[src/rtl/mux_arb_pkg.sv]
// Shared definitions for the round-robin arbiter/mux.
// Contents: requester count and select width, the two-state FSM
// encoding, and one-hot <-> binary index helpers.
package mux_arb_pkg;

  localparam int NREQ  = 4;
  localparam int SEL_W = 2;

  typedef enum logic {
    IDLE = 1'b0,
    BUSY = 1'b1
  } state_t;

  function automatic logic [NREQ-1:0] idx2onehot(input logic [SEL_W-1:0] idx);
    logic [NREQ-1:0] oh;
    oh      = '0;
    oh[idx] = 1'b1;
    return oh;
  endfunction

  // Returns the index of the lowest set bit; zero when no bit is set.
  function automatic logic [SEL_W-1:0] onehot2idx(input logic [NREQ-1:0] oh);
    logic [SEL_W-1:0] idx;
    idx = '0;
    for (int i = NREQ - 1; i >= 0; i--) begin
      if (oh[i]) idx = SEL_W'(i);
    end
    return idx;
  endfunction

endpackage

[src/rtl/mux_rr_arbiter_rr_pick.sv]
// rr_pick: combinational round-robin winner search.
// Ports:
//   req [3:0] - request vector, bit i = requester i
//   ptr [1:0] - index of the last requester served
//   any       - at least one request present
//   idx [1:0] - winner: first requester set, scanning ptr+1 upward mod 4
// The requester at ptr itself is checked last, so a sole requester
// always wins.
module rr_pick
  import mux_arb_pkg::*;
(
  input  logic [NREQ-1:0]  req,
  input  logic [SEL_W-1:0] ptr,
  output logic             any,
  output logic [SEL_W-1:0] idx
);

  logic [SEL_W-1:0] cand;

  always_comb begin
    any  = 1'b0;
    idx  = ptr;
    cand = ptr;
    for (int k = 1; k <= NREQ; k++) begin
      // Index arithmetic wraps naturally in SEL_W bits (3 -> 0).
      cand = ptr + SEL_W'(k);
      if (!any && req[cand]) begin
        any = 1'b1;
        idx = cand;
      end
    end
  end

endmodule

[src/rtl/mux_rr_arbiter.sv]
// mux_rr_arbiter: 4-input round-robin arbiter with a registered data mux.
//
// Ports:
//   clk, rst         - clock (rising edge), asynchronous active-high reset
//   req[3:0]         - per-requester request
//   lock[3:0]        - per-requester burst lock hint
//   d0..d3[WIDTH-1:0]- requester data
//   ready            - downstream accepts out this cycle
//   grant[3:0]       - registered one-hot grant (zero when idle)
//   sel[1:0]         - registered binary index of grant
//   out[WIDTH-1:0]   - registered selected data
//   valid            - out holds an unaccepted beat
//   dbg_state_o      - current FSM state
//
// Handshake: a beat is presented while valid=1 and is transferred on a
// rising edge where valid=1 and ready=1. While valid=1 and ready=0, grant,
// sel, out and valid hold; req and data changes are ignored. The granted
// requester sees its acceptance as grant[i] & valid & ready.
//
// Optional feature (macro MUX_RR_ARBITER_LOCK_EN): a requester holding
// lock and req at acceptance keeps the grant and streams up to LOCK_MAX
// consecutive beats with no idle cycle between them. Without the macro
// the lock port is ignored and every acceptance returns to IDLE.
module mux_rr_arbiter
  import mux_arb_pkg::*;
#(
  parameter int WIDTH    = 8,
  parameter int LOCK_MAX = 4
) (
  input  logic             clk,
  input  logic             rst,
  input  logic [NREQ-1:0]  req,
  input  logic [NREQ-1:0]  lock,
  input  logic [WIDTH-1:0] d0,
  input  logic [WIDTH-1:0] d1,
  input  logic [WIDTH-1:0] d2,
  input  logic [WIDTH-1:0] d3,
  input  logic             ready,
  output logic [NREQ-1:0]  grant,
  output logic [SEL_W-1:0] sel,
  output logic [WIDTH-1:0] out,
  output logic             valid,
  output state_t           dbg_state_o
);

  state_t           state_q, state_d;
  logic [NREQ-1:0]  grant_q, grant_d;
  logic [SEL_W-1:0] sel_q,   sel_d;
  logic [WIDTH-1:0] out_q,   out_d;
  logic [SEL_W-1:0] ptr_q,   ptr_d;

  logic             win_any;
  logic [SEL_W-1:0] win_idx;
  logic [WIDTH-1:0] win_data;
  logic [WIDTH-1:0] cur_data;

  function automatic logic [WIDTH-1:0] pick_data(
    input logic [SEL_W-1:0] i,
    input logic [WIDTH-1:0] a0,
    input logic [WIDTH-1:0] a1,
    input logic [WIDTH-1:0] a2,
    input logic [WIDTH-1:0] a3
  );
    logic [WIDTH-1:0] r;
    case (i)
      2'd0:    r = a0;
      2'd1:    r = a1;
      2'd2:    r = a2;
      default: r = a3;
    endcase
    return r;
  endfunction

  rr_pick u_pick (
    .req (req),
    .ptr (ptr_q),
    .any (win_any),
    .idx (win_idx)
  );

  assign win_data = pick_data(win_idx, d0, d1, d2, d3);
  assign cur_data = pick_data(sel_q, d0, d1, d2, d3);

`ifdef MUX_RR_ARBITER_LOCK_EN
  localparam int CNT_W = (LOCK_MAX > 1) ? $clog2(LOCK_MAX) : 1;
  logic [CNT_W-1:0] lock_cnt_q, lock_cnt_d;
  logic             extend;

  // Counter holds beats already delivered in this burst minus one, so
  // the burst extends only while another beat still fits in LOCK_MAX.
  assign extend = lock[sel_q] && req[sel_q] &&
                  (int'(lock_cnt_q) < LOCK_MAX - 1);
`else
  logic unused_lock;
  assign unused_lock = ^lock;
`endif

  always_comb begin
    state_d = state_q;
    grant_d = grant_q;
    sel_d   = sel_q;
    out_d   = out_q;
    ptr_d   = ptr_q;
`ifdef MUX_RR_ARBITER_LOCK_EN
    lock_cnt_d = lock_cnt_q;
`endif
    case (state_q)
      IDLE: begin
        if (win_any) begin
          state_d = BUSY;
          grant_d = idx2onehot(win_idx);
          sel_d   = win_idx;
          out_d   = win_data;
        end
      end
      BUSY: begin
        if (ready) begin
`ifdef MUX_RR_ARBITER_LOCK_EN
          if (extend) begin
            // Zero-bubble burst: reload data, keep grant, pointer untouched.
            out_d      = cur_data;
            lock_cnt_d = lock_cnt_q + 1'b1;
          end else begin
            state_d    = IDLE;
            grant_d    = '0;
            ptr_d      = sel_q;
            lock_cnt_d = '0;
          end
`else
          state_d = IDLE;
          grant_d = '0;
          ptr_d   = sel_q;
`endif
        end
      end
      default: begin
        state_d = IDLE;
        grant_d = '0;
      end
    endcase
  end

  always_ff @(posedge clk or posedge rst) begin
    if (rst) begin
      state_q <= IDLE;
      grant_q <= '0;
      sel_q   <= '0;
      out_q   <= '0;
      // Last-served pointer starts at 3 so requester 0 wins first.
      ptr_q   <= SEL_W'(NREQ - 1);
    end else begin
      state_q <= state_d;
      grant_q <= grant_d;
      sel_q   <= sel_d;
      out_q   <= out_d;
      ptr_q   <= ptr_d;
    end
  end

`ifdef MUX_RR_ARBITER_LOCK_EN
  always_ff @(posedge clk or posedge rst) begin
    if (rst) lock_cnt_q <= '0;
    else     lock_cnt_q <= lock_cnt_d;
  end
`endif

  assign grant       = grant_q;
  assign sel         = sel_q;
  assign out         = out_q;
  assign valid       = (state_q == BUSY);
  assign dbg_state_o = state_q;

endmodule

[config.mk]
export PLATFORM = sky130hd
export DESIGN_NAME = mux_rr_arbiter
export DESIGN_NICKNAME = d
export VERILOG_FILES = /design/src/rtl/mux_arb_pkg.sv /design/src/rtl/mux_rr_arbiter_rr_pick.sv /design/src/rtl/mux_rr_arbiter.sv
export SDC_FILE = /design/constraint.sdc
export NUM_CORES = 1
export LEC_CHECK = 0
export ABC_AREA = 1
export ABC_CLOCK_PERIOD_IN_PS = 4350
export CAP_MARGIN = 20
export CORE_ASPECT_RATIO = 0.7
export CORE_MARGIN = 4
export CORE_UTILIZATION = 44
export DETAILED_ROUTE_END_ITERATION = 6
export PLACE_DENSITY = 0.88
export SLEW_MARGIN = 20
export SYNTH_ARGS = -nofsm -noshare
export SYNTH_HDL_FRONTEND = slang
export SYNTH_SLANG_ARGS = --single-unit
export TNS_END_PERCENT = 10
[constraint.sdc]
create_clock -name clk -period 4.35 [get_ports clk]
set_clock_uncertainty 0.1 [all_clocks]
set_input_delay 0.435 -clock clk [delete_from_list [all_inputs] [get_ports clk]]
set_output_delay 0.435 -clock clk [all_outputs]
set_load 0.1 [all_outputs]
==> run summary, run 1 <==
largest cells by area after synthesis -> dfrtp_1 30%, nand2_1 15%, nand3_1 13%
Crit Path Category -> flip-flop to flip-flop
Worst slew margin -> 0.320
Slew Viols, Final -> 0
Area Overhead vs Synth -> 44.3%
min-delay src -> out[3]
first-pass GRT wire length -> 5.43 mm
vias in the first global route -> 1230
Yosys reg bits -> 17
Initial Utilization -> 0.484
drc violations -> 0
WP data arrival -> 2.52 ns
global-route usage over all layers -> 0.184
1st-iter DRT viols -> 134
Final Net Count -> 268
outcome -> completed
Vias/cell -> 5.10
Root Driver -> clkbuf_8
post-route ant nets -> 0
initial antenna violation count -> 0
CTS tree -> built
drt first pass iters -> 4
crit share post-route -> 0.573
Reg2Reg Setup Slack -> 1.86 ns
HPWL Detailed -> 2.61 mm
Resize count post-CTS -> 0
layout cells sized above 1 -> 0.134
gp weighted congestion -> 0.882
Syn Std Cell Area -> 1250 um^2
Worst Hold Slack -> 0.381 ns
insertion delay to the later sink of the worst-skew pair -> 0.25 ns
# IOs -> 59
Max Clk Rate -> 0.401 GHz
Via Count -> 1316
Yosys Warn Count -> 0
H-tree depth -> 1
core area -> 2590 um^2
most frequent cells in the layout -> 54 x clkdlybuf4s50_1, 49 x nand2_1, 33 x nand3_1
RSZ-0062 raised after global routing -> no
Avg Inst Size Synth -> 7.16 um^2
Yosys top cell by area -> dfrtp_1
HP Class -> flip-flop to flip-flop
drt wl/cell -> 13.1 um
Distinct cells, synth -> 22
clk sinks -> 17
final wirelength -> 3.37 mm
Die Y-Extent -> 52.7 um
Worst-path clk slew -> 0.07 ns
Least-Margin Pin Slew -> 1.02 ns
Seq/Total Area, Yosys -> 0.341
Critical Path Source -> ptr_q[0]
required time worst endpoint -> 4.38 ns
total congestion overflow -> 0
hold_buf cts -> 0
fin crit period -> 2.49 ns
CTS Buf Count -> 3
post-synthesis cell count -> 175
final hold vios -> 0
CP Max Fanout -> 27
most common cell after layout, fill and taps aside -> clkdlybuf4s50_1
number of max-cap violations -> 0
n_diodes -> 0
syn nets -> 218
Setup Buffers After CTS -> 0
# setup viols final -> 0
total die area -> 3780 um^2
Worst Setup End Kind -> flip-flop
largest net degree at the start of global routing -> 28
reg2reg start -> ptr_q[0]
IO Port Bufs -> 54
row count -> 15
top cell type's share of synthesized area -> 0.299
setup_tns -> 0 ns
Max clock buf depth -> 2
Setup crit start kind -> flip-flop
die width -> 71.8 um
sequential cells by signal (all words and copies together) (netlist names):
register,flops
out,8
grant,4
ptr_q,2
sel,2
dbg_state_o,1
Yosys cell counts (all sizes together):
library cell,number
buf,9
a21oi,11
nand2,62
dfstp,2
nand4,2
o21ai,15
inv,17
o31ai,3
dfrtp,15
nand3,36
nor2,3
metal layers:
layer | vias to the layer above | wire length [um] | GRT usage
met5 | - | 0 | 0
met4 | 0 | 68 | 0.0563
met3 | 6 | 254 | 0.0498
met2 | 49 | 1570 | 0.319
met1 | 582 | 1480 | 0.224
li1 | 679 | - | -
final cells by class:
type | count | area [um^2]
clock buffers | 4 | 45.0
fillers | 218 | 781
inverters | 17 | 71.3
multi-input cells | 132 | 682
flip-flops and latches | 17 | 428
well taps | 34 | 42.5
repair buffers | 54 | 541
worst max-delay path, stage by stage, from the launching register on:
cell	delay, ns
dfstp_2	0.65
inv_6	0.08
nand2_1	0.08
nand2_2	0.08
nand2_2	0.10
nand2_4	0.08
nor2_4	0.12
nand4_1	0.09
nand2_1	0.66
inv_1	0.12
nand2_1	0.12
o21ai_0	0.09
logic make-up after synthesis:
group | share of synthesized area
AND/OR/NAND/NOR | 0.414
flip-flops | 0.341
AO/OA/AOI/OAI | 0.130
buffers and inverters | 0.115
path summary, 6_finish.rpt:
kind / end / cells after the start
max reg2reg: sel[1] / 11
min: out[3] / 2
max in group asynchronous: sel[0] / 2
min reg2reg: out[3] / 2
min in group asynchronous: out[7] / 2
max: sel[1] / 11
metrics by stage:
stage	area, um^2	setup slack (ns)	cells	util
after CTS	1810	1.87	258	0.699
after floorplan	1250	2.40	175	-
final	1810	1.86	258	0.699
after global placement	1760	1.74	254	0.681
after detailed placement	1760	1.71	254	0.681
after global routing	1810	1.62	258	0.699
Power of run 1 is not shown: default switching activity piles up to over one toggle a cycle in this logic, so the estimate is an artifact.
==> run 2, diff against run 1 <==
--- a/config.mk
+++ b/config.mk
@@ -6,13 +6,13 @@
 export NUM_CORES = 1
 export LEC_CHECK = 0
 export ABC_AREA = 1
-export ABC_CLOCK_PERIOD_IN_PS = 4350
+export ABC_CLOCK_PERIOD_IN_PS = 2300
 export CAP_MARGIN = 20
 export CORE_ASPECT_RATIO = 0.7
 export CORE_MARGIN = 4
-export CORE_UTILIZATION = 44
+export CORE_UTILIZATION = 41
 export DETAILED_ROUTE_END_ITERATION = 6
-export PLACE_DENSITY = 0.88
+export PLACE_DENSITY = 0.83
 export SLEW_MARGIN = 20
 export SYNTH_ARGS = -nofsm -noshare
 export SYNTH_HDL_FRONTEND = slang
==> constraint.sdc (replaced) <==
create_clock -name clk -period 2.3 [get_ports clk]
set_clock_uncertainty 0.1 [all_clocks]
set_input_delay 0.23 -clock clk [delete_from_list [all_inputs] [get_ports clk]]
set_output_delay 0.23 -clock clk [all_outputs]
set_load 0.1 [all_outputs]
==> run summary, run 2 (synthesis gave the netlist of run 1 again) <==
crit-path max cell delay -> 0.64 ns
IO Port Bufs -> 54
HP Class -> input port to async pin
Setup crit start kind -> flip-flop
Die Y-Extent -> 54.3 um
Least-Margin Pin Slew -> 0.652 ns
CTS Buf Count -> 3
Top delay family on crit path -> simple AND/OR/NAND/NOR gates
final core occ -> 0.635
insertion delay to the later sink of the worst-skew pair -> 0.26 ns
number of max-cap violations -> 0
n_diodes -> 0
row count -> 16
post-route ant nets -> 0
sequential cell area -> 428 um^2
fin cells -> 264
initial antenna violation count -> 0
Worst slew margin -> 0.565
max reg flops -> 8
largest net degree at the start of global routing -> 28
1st-iter DRT viols -> 114
CP Max Fanout -> 17
worst r2r dst -> out[6]
Area Overhead vs Synth -> 45.0%
Critical Path Source -> ptr_q[0]
Crit Path Category -> flip-flop to flip-flop
gp weighted congestion -> 0.943
core area -> 2860 um^2
reg2reg start -> ptr_q[0]
Vias/cell -> 5.04
clk sinks -> 17
# IOs -> 59
R2R cell count -> 14
dpl cells -> 258
drt first pass iters -> 4
placed cell area -> 1750 um^2
Max Clk Rate -> 0.476 GHz
Worst Setup End Kind -> flip-flop
layout cells sized above 1 -> 0.224
# setup viols final -> 0
CTS tree -> built
Initial Utilization -> 0.438
Root Driver -> clkbuf_8
layout filler cell count -> 247
hold_buf cts -> 0
Final Net Count -> 272
final hold vios -> 0
Buf+Inv Stages, Crit Path -> 3
WP data arrival -> 2.16 ns
Worst-path clk slew -> 0.07 ns
fin crit period -> 2.10 ns
setup_tns -> 0 ns
required time worst endpoint -> 2.36 ns
total die area -> 4020 um^2
HPWL Detailed -> 2.52 mm
post-route cell area -> 1820 um^2
total congestion overflow -> 0
vias in the first global route -> 1133
global-route usage over all layers -> 0.169
Reg2Reg Setup Slack -> 0.20 ns
CP max stage cell -> dfstp_2
Multi-input gate area -> 682 um^2
crit share post-route -> 0.913
Slew Viols, Final -> 0
die width -> 74.1 um
outcome -> completed
Max clock buf depth -> 2
RSZ-0062 raised after global routing -> no
final wirelength -> 3.29 mm
worst path cell trace -> inv_6 > nand2_1 > nand2_2 > nand2_2 > nand2_4 > inv_2 > nand3_2 > nand2_2 > nand2_4 > buf_4 > o21ai_0 > nand3_1 > nand2_1 > nand2_1
drt wl/cell -> 12.5 um
H-tree depth -> 1
most frequent cells in the layout -> 49 x nand2_1, 38 x clkdlybuf4s50_1, 33 x nand3_1
most common cell after layout, fill and taps aside -> nand2_1
first-pass GRT wire length -> 5.15 mm
Via Count -> 1330
drc violations -> 0
[run 2: layout make-up]
type	count	share of cell area
clock buffers	3	0.0227
well taps	36	0.0248
clock inverters	1	0.00413
multi-input cells	132	0.375
repair buffers	58	0.299
flip-flops and latches	17	0.235
inverters	17	0.0392
[run 2: per-stage QoR]
step / hold slack, ns / setup slack [ns]
final: 0.256 / 0.200
after global routing: 0.318 / 0.0113
after CTS: 0.279 / 0.0879
after detailed placement: 0.368 / 0.107
after global placement: 0.363 / 0.148
after floorplan: 0.0546 / 0.355
[run 2: worst max path at each step]
stage,end,slack [ns],cells after the start
after floorplan,out[1],0.35,15
after global placement,out[5],0.15,13
after detailed placement,out[2],0.11,14
after CTS,out[2],0.09,13
after global routing,out[2],0.01,13
final,out[6],0.20,14
[run 2: worst reg2reg max path, delay by kind of cell (launching register included)]
family | cells | cell delay, ns
and+or+nand+nor | 10 | 0.75
DFF | 1 | 0.64
buffers and inverters | 3 | 0.33
AOI/OAI and AO/OA | 1 | 0.17
[run 2: timing repair]
action,4_1_cts,5_1_grt
endpoints found under the hold margin,0,0
resized for setup,0,0
buffers inserted,0,2
setup endpoints to repair,0,8
[run 2: layer usage]
layer	GRT usage	wire, um	share of wire
met3	0.0404	186	0.057
met1	0.224	1490	0.45
met5	0	0	0
met4	0.0452	23	0.0070
met2	0.279	1590	0.48
Power of run 2 is left out for the same reason.
==> RTL edit: new RTL, settings of run 2 <==
Build with the macro `MUX_RR_ARBITER_LOCK_EN` defined.
--- a/src/rtl/mux_rr_arbiter.sv
+++ b/src/rtl/mux_rr_arbiter.sv
@@ -23,2 +23,4 @@
 // the lock port is ignored and every acceptance returns to IDLE.
+`define MUX_RR_ARBITER_LOCK_EN
+
 module mux_rr_arbiter
Formal check against the unedited RTL: not equivalent (a bounded check fails within 4 cycles, from zero or initial values and one cycle with rst high).
==> RTL edit against run 2 <==
- the run now ends with negative setup slack left
- cell area up 49%
- die area is 34% higher
- area after synthesis rose by 40%
- sequential cell count increased by 2
- count of clock-buffer cells in the layout is 1 higher
- wire length rose by 92%
- setup slack lost 270 ps
Power is not shown: default switching activity piles up to over one toggle a cycle in this logic, so the estimate is an artifact.
==> RTL edit: results (changes against run 2) <==
| Metric | Value |
|---|---|
| Dpl cell area | `2370 sq um (was 1750 sq um)` |
| Final RePlAce weighted congestion | `0.912 (was 0.943)` |
| Yosys cell types | `32 (was 22)` |
| Initial DRC Count | `282 (was 114)` |
| Vias in the first global route | `1,893 (was 1,133)` |
| Layout cells sized above 1 | `32.6% (was 22.4%)` |
| Slowest CP cell | `dfstp_2 (unchanged)` |
| Largest net degree at the start of global routing | `18 (was 28)` |
| Fillcell total | `299 (was 247)` |
| HPWL Detailed | `4.27 mm (was 2.52 mm)` |
| Worst slew pin tran | `530 ps (was 652 ps)` |
| GRT Overall Usage | `20.0% (was 16.9%)` |
| Synth cell count leaders | `65 x nand2_1, 30 x nand3_1, 21 x a21oi_1, 17 x dfrtp_1, 15 x inv_1 (was 49 x nand2_1, 33 x nand3_1, 15 x dfrtp_1, 12 x inv_1, 11 x a21oi_1)` |
| Worst-case clock buffer depth | `2 (unchanged)` |
| Clk Tree Root Cell | `clkbuf_8 (unchanged)` |
| Fin worst setup slack | `-72.1 ps (was 200 ps)` |
| Setup violations, final | `8 (was 0)` |
| Synth async-reset ratio | `100% (unchanged)` |
| IO Port Bufs | `58 (was 54)` |
| Worst Path Max Fanout | `7 (was 17)` |
| Global-route wire length before repair | `8.85 mm (was 5.15 mm)` |
| Vias per cell | `5.80 (was 5.04)` |
| Antenna Cells | `0 (unchanged)` |
| Delay-heaviest family, CP | `simple AND/OR/NAND/NOR gates (unchanged)` |
| Total Nets Final | `367 (was 272)` |
| Slowest stage delay, CP | `690 ps (was 640 ps)` |
| Status | `finished, violations left (was completed)` |
| Hold Path Class | `in2async (unchanged)` |
| Violated checks | `negative setup slack` |
| Crit path arrival time | `2470 ps (was 2160 ps)` |
| Area contributors post-synth | `dfrtp_1 24%, nand2_1 14%, nand3_1 8.6%, a21oi_1 6.0%, nand2_4 5.8% (was dfrtp_1 30%, nand2_1 15%, nand3_1 13%, nand2_2 4.5%, a21oi_1 4.4%)` |
| Post-synthesis sequential area ratio | `27.3% (was 34.1%)` |
| CTS buffer count | `3 (unchanged)` |
| Synthesized net count | `292 (was 218)` |
| Drt first pass iters | `5 (was 4)` |
| Final WL | `6.31 mm (was 3.29 mm)` |
| Setup TNS | `-362 ps (was 0 ps)` |
==> RTL edit: changes by cell type after synthesis, sizes merged, moves of 2 or more <==
cell	run 2	this run
a21oi	11	28
clkbuf	0	2
nor2	3	16
a22oi	0	4
nand2	62	82
dfrtp	15	17
o21ai	15	12
o2111ai	0	8
inv	17	25
==> RTL edit: metrics by stage <==
step	hold WS (ps)	instances	setup slack [ps]
floorplan	79.5	248	108
global placement	368	355	72.1
detailed placement	372	355	-10.7
CTS	221	359	20.4
global route	280	374	-154
finish	201	374	-72.1
==> RTL edit: final timing paths <==
check,from,to,slack (ps),depth (start not counted)
min,rst,out[5],200,2
min in group clk,lock_cnt_q[0],lock_cnt_q[0],380,1
max in group asynchronous,rst,ptr_q[1],1290,3
max reg2reg,ptr_q[0],out[7],-70,13
max,ptr_q[0],out[7],-70,13
min reg2reg,lock_cnt_q[0],lock_cnt_q[0],380,1
==> RTL edit: area by class of cell <==
type	instances	area (sq um)	share of cell area [%]
clock buffer	4	45.0	1.66
timing repair buffer	78	766	28.2
sequential	19	480	17.7
multi-input combinational	196	1230	45.5
inverter	25	121	4.48
tap	52	65.1	2.40
==> RTL edit: what timing repair did <==
action / in CTS / in global routing
hold buffers: 0 / 0
endpoints found under the setup margin: 0 / 8
buffers inserted: 0 / 13
resized for setup: 0 / 34
==> RTL edit: kinds of logic (layout without fill, tap and decap cells) <==
group                      count (synthesis)  after routing  synth area share, %
adders and majority gates                  1              1                0.715
AOI/OAI and AO/OA                         56             56                 20.7
and+or+nand+nor                          137            139                 40.9
DFF                                       19             19                 27.3
buffers and inverters                     35            107                 10.4
==> RTL edit: routing by layer <==
| layer | share of wire [%] | wire length [um] | GRT usage (%) |
|---|---|---|---|
| met5 | 0 | 0 | 0 |
| met4 | 2.2 | 139 | 5.73 |
| met3 | 11 | 711 | 4.35 |
| met2 | 44 | 2800 | 28.3 |
| met1 | 42 | 2660 | 30.2 |
